<file path="src/rtl/valid_ready_skid_fifo.sv">
// valid_ready_skid_fifo: DEPTH-entry elastic buffer on a valid/ready link.
// Define SKID_FIFO_BYPASS_EN for zero-latency pass-through when empty.
module valid_ready_skid_fifo #(
   parameter int DATA_W = 8,
   parameter int DEPTH  = 4,
   localparam int CNT_W = $clog2(DEPTH) + 1
) (
   input  logic              clk,
   input  logic              rst,
   input  logic [DATA_W-1:0] i_s_data,
   input  logic              i_s_valid,
   output logic              o_s_ready,
   output logic [DATA_W-1:0] o_m_data,
   output logic              o_m_valid,
   input  logic              i_m_ready,
   input  logic              i_flush,
   output logic [CNT_W-1:0]  o_count
);

   localparam int PTR_W = $clog2(DEPTH);
   localparam logic [CNT_W-1:0] FULL_CNT = CNT_W'(DEPTH);

   logic [DATA_W-1:0] mem [DEPTH];
   logic [PTR_W-1:0]  wr_ptr;
   logic [PTR_W-1:0]  rd_ptr;
   logic [CNT_W-1:0]  count;

   logic full;
   logic empty;
   logic push;
   logic pop;
   logic byp_sel;
   logic pass;

   assign full  = (count == FULL_CNT);
   assign empty = (count == '0);

   // Handshake decode: push/pop qualifiers and optional empty bypass.
   always_comb begin
      byp_sel   = 1'b0;
      pass      = 1'b0;
      push      = 1'b0;
      pop       = 1'b0;
      o_s_ready = 1'b0;
      o_m_valid = 1'b0;
      o_m_data  = '0;
      o_count   = '0;

`ifdef SKID_FIFO_BYPASS_EN
      byp_sel = !rst && empty && !i_flush;
      pass    = byp_sel && i_s_valid && i_m_ready;
`endif

      o_s_ready = !rst && !full;
      push      = i_s_valid && o_s_ready && !i_flush && !pass;
      pop       = !rst && !empty && i_m_ready && !i_flush;

      if (!rst) begin
         o_count = count;
         if (byp_sel) begin
            o_m_valid = i_s_valid;
            o_m_data  = i_s_data;
         end else begin
            o_m_valid = !empty;
            o_m_data  = mem[rd_ptr];
         end
      end
   end

   // Storage array: written on accepted push, cleared on reset.
   always_ff @(posedge clk) begin
      if (rst) begin
         for (int i = 0; i < DEPTH; i++) begin
            mem[i] <= '0;
         end
      end else if (push) begin
         mem[wr_ptr] <= i_s_data;
      end
   end

   // Pointers and occupancy; reset and flush both empty the buffer.
   always_ff @(posedge clk) begin
      if (rst || i_flush) begin
         wr_ptr <= '0;
         rd_ptr <= '0;
         count  <= '0;
      end else begin
         if (push) begin
            wr_ptr <= wr_ptr + PTR_W'(1);
         end
         if (pop) begin
            rd_ptr <= rd_ptr + PTR_W'(1);
         end
         unique case ({push, pop})
            2'b10:   count <= count + CNT_W'(1);
            2'b01:   count <= count - CNT_W'(1);
            default: count <= count;
         endcase
      end
   end

endmodule

</file>
<file path="config.mk">
export PLATFORM = sky130hd
export DESIGN_NAME = valid_ready_skid_fifo
export DESIGN_NICKNAME = d
export VERILOG_FILES = /design/src/rtl/valid_ready_skid_fifo.sv
export SDC_FILE = /design/constraint.sdc
export NUM_CORES = 1
export LEC_CHECK = 0
export CORE_AREA = 2 2 75 69
export CTS_CLUSTER_SIZE = 24
export DETAILED_ROUTE_END_ITERATION = 10
export DIE_AREA = 0 0 77 71
export PLACE_DENSITY = 0.73
export SYNTH_ARGS = -nofsm -noshare
export SYNTH_HDL_FRONTEND = slang
export SYNTH_SLANG_ARGS = --single-unit
</file>
<file path="constraint.sdc">
create_clock -name clk -period 2.7 [get_ports clk]
set_input_delay 0.54 -clock clk [delete_from_list [all_inputs] [get_ports clk]]
set_output_delay 0.54 -clock clk [all_outputs]
set_load 0.02 [all_outputs]
</file>
==> impl_metrics.env <==
export IMPL_root_buffer="clkbuf_8"
export IMPL_n_antenna_cell=0
export IMPL_power_total_uw=1200
export IMPL_io_pins=26
export IMPL_setup_viol_count_final=0
export IMPL_num_nets_final=196
export IMPL_htreeDepth=2
export IMPL_path_clk_slew_ns=0.07
export IMPL_cts_hold_buffers=0
export IMPL_min_path_cells=2
export IMPL_critPathLaunchType="input pin"
export IMPL_fin_ws_ns=0.165
export IMPL_rows=24
export IMPL_cp_depth=5
export IMPL_synth_fp_nets=156
export IMPL_ys_ff_latch=41
export IMPL_die_x_um=77
export IMPL_reg2reg_from="count[2]"
export IMPL_drv_slew=0
export IMPL_area_growth_pct=24.1
export IMPL_crit_slowest_cell="clkdlybuf4s50_1"
export IMPL_syn_cell_area_mm2=0.00195
export IMPL_die_area_mm2=0.00547
export IMPL_final_core_util_pct=51.1
export IMPL_grt_max_degree=13
export IMPL_cp_top_family="buffers and inverters"
export IMPL_relSlewSlack_pct=70.0
export IMPL_crit_arrival_ns=1.99
export IMPL_synth_top_area_share_pct=49.2
export IMPL_worstSetupStartpoint="rst"
export IMPL_clockBufferDepth=2
export IMPL_synth_area_top_cells="edfxtp_1, and2_1, dfxtp_1"
export IMPL_viasPerCell=4.99
export IMPL_cts_tree="built"
export IMPL_syn_area_per_cell_um2=13.8
export IMPL_numClockSinks=41
export IMPL_antenna_found_initial=0
export IMPL_first_pass_iters=4
export IMPL_start_util_pct=41.1
export IMPL_place_ws_ns=-0.118
export IMPL_port_buffers=25
export IMPL_reg2reg_depth=9
export IMPL_tightestPinTransition_ns=0.444
export IMPL_cellPowerDensity_mw_per_mm2=497
export IMPL_synth_seq_area_share_pct=58.5
export IMPL_clock_latency_ns=0.29
export IMPL_synth_warnings=0
export IMPL_cts_made_buffers=5
export IMPL_dp_hpwl_mm=2.69
export IMPL_fin_skew_ns=0.00773
export IMPL_hp_class="register to register"
export IMPL_ant_nets=0
export IMPL_period_needed_ns=2.53
export IMPL_drive_gt1_share_pct=20.3
export IMPL_crit_type="input pin to output port"
export IMPL_hold_viol_final=0
export IMPL_grt_pass1_wl_mm=6.44
export IMPL_synth_top_area_cell="edfxtp_1"
export IMPL_max_cap_violations=0
export IMPL_final_area_mm2=0.00242
export IMPL_critPathMaxFanout=9
export IMPL_overflow=0
export IMPL_num_vias=1232
export IMPL_status="completed"
export IMPL_p_leak_uw=0.000896
export IMPL_critPathBufInv=4
export IMPL_period_share_pct=93.9
export IMPL_postPlaceCellArea_mm2=0.00235
export IMPL_max_stage_delay_ns=0.57
export IMPL_cp_cell_sequence="clkdlybuf4s50_1, buf_4, clkinvlp_4, and2_1, dlygate4sd2_1"
export IMPL_core_area_mm2=0.00474
export IMPL_wl_per_cell_um=15.9
export IMPL_cts_setup_buffers=0
export IMPL_min_from="rd_ptr[0]"
export IMPL_drt_wl_total_mm=3.92
export IMPL_grt_pass1_vias=1347
export IMPL_post_cts_resized=10
export IMPL_fmax_mhz=395
export IMPL_end_kind="output port"
export IMPL_drc=0
export IMPL_rsz0062_at_grt="false"
export IMPL_fp_dieH_um=71
export IMPL_required_ns=2.16
export IMPL_grt_usage_pct=15.7
export IMPL_synth_cell_types=28
export IMPL_drt_iter0_drc=51
export IMPL_peakVddDrop_mv=0.223
export IMPL_synthCells=141
export IMPL_gp_congestion=0.727
-- routing by layer --
layer / track usage (%) / wire length, µm / vias up
li1: - / - / 578
met1: 19.6 / 1780 / 616
met2: 27.2 / 1930 / 33
met3: 3.32 / 157 / 5
met4: 5.95 / 43 / 0
met5: 0 / 0 / -
-- layout by cell type (no fill, tap or decap), drive strengths merged, types with 5 or more instances in the layout --
master / n
dlygate4sd2: 9
clkbuf: 7
and2: 40
inv: 5
mux4: 8
edfxtp: 32
buf: 12
nor2: 13
dfxtp: 9
clkdlybuf4s50: 16
-- synth_stat cells --
library cell	n
and2_1	40
edfxtp_1	32
nor2_1	12
dfxtp_1	9
mux4_2	8
inv_1	6
xor2_1	4
nand2_1	3
nor4_4	3
or2_2	3
a21oi_1	2
buf_2	2
or3_1	2
and2b_2	1
buf_6	1
clkbuf_1	1
fa_1	1
ha_1	1
mux2i_1	1
nor2_4	1
nor3b_4	1
o21ai_0	1
o21bai_1	1
o311ai_0	1
o31ai_1	1
o41ai_1	1
or2_1	1
or3b_4	1
-- worst register-to-register path, cell delays in order, from the launching register on --
cell     delay [ns]
dfxtp_1        0.42
nor3b_4        0.28
nor2_4         0.06
inv_1          0.06
ha_1           0.17
inv_1          0.06
fa_1           0.37
xor2_1         0.16
or3_1          0.31
a21oi_1        0.14
-- metrics by stage --
step,instances,hold WS [ns],setup TNS [ns]
finish,247,0.538,0
global route,247,0.595,0
CTS,247,0.537,0
detailed placement,239,0.516,-0.843
global placement,239,0.510,-0.409
floorplan,141,0.485,0
-- state kept, by name, summed over array words and instances, names as in the netlist, named ones only --
signal,count
rd_ptr,2
count,3
wr_ptr,2
mem,32
-- path summary, 6_finish.rpt --
| check | to | slack [ns] |
|---|---|---|
| hold reg to reg | rd_ptr[0] | 0.54 |
| setup reg to reg | count[2] | 0.61 |
| hold / removal | rd_ptr[0] | 0.54 |
| setup / recovery | o_m_data[6] | 0.17 |
-- cells by family (layout without fill, tap and decap cells) --
kind of cell	count (synthesis)	after routing	synth area share, %
and+or+nand+nor	68	68	23.5
DFF	41	41	58.5
buffers and inverters	10	51	2.44
muxes	9	9	9.74
AOI/OAI and AO/OA	7	7	2.44
xor gates and xnor gates	4	4	1.79
adders and majority gates	2	2	1.67
-- power by group --
group / switching (µW) / total, µW / internal [µW] / leakage, µW
clock network: 202 / 383 / 181 / 0.0000422
registers: 8.40 / 712 / 704 / 0.000403
logic: 54.9 / 108 / 53.0 / 0.000451
total: 265 / 1200 / 938 / 0.000896
-- layout make-up --
type	instances	area (µm²)
Fill cell	444	2320
Sequential cell	41	1140
Multi-Input combinational cell	90	763
Timing Repair Buffer	37	329
Tap cell	65	81.3
Clock buffer	7	76.3
Inverter	6	26.3
Clock inverter	1	5.00
Note: power is estimated with default switching activity, not from simulation.
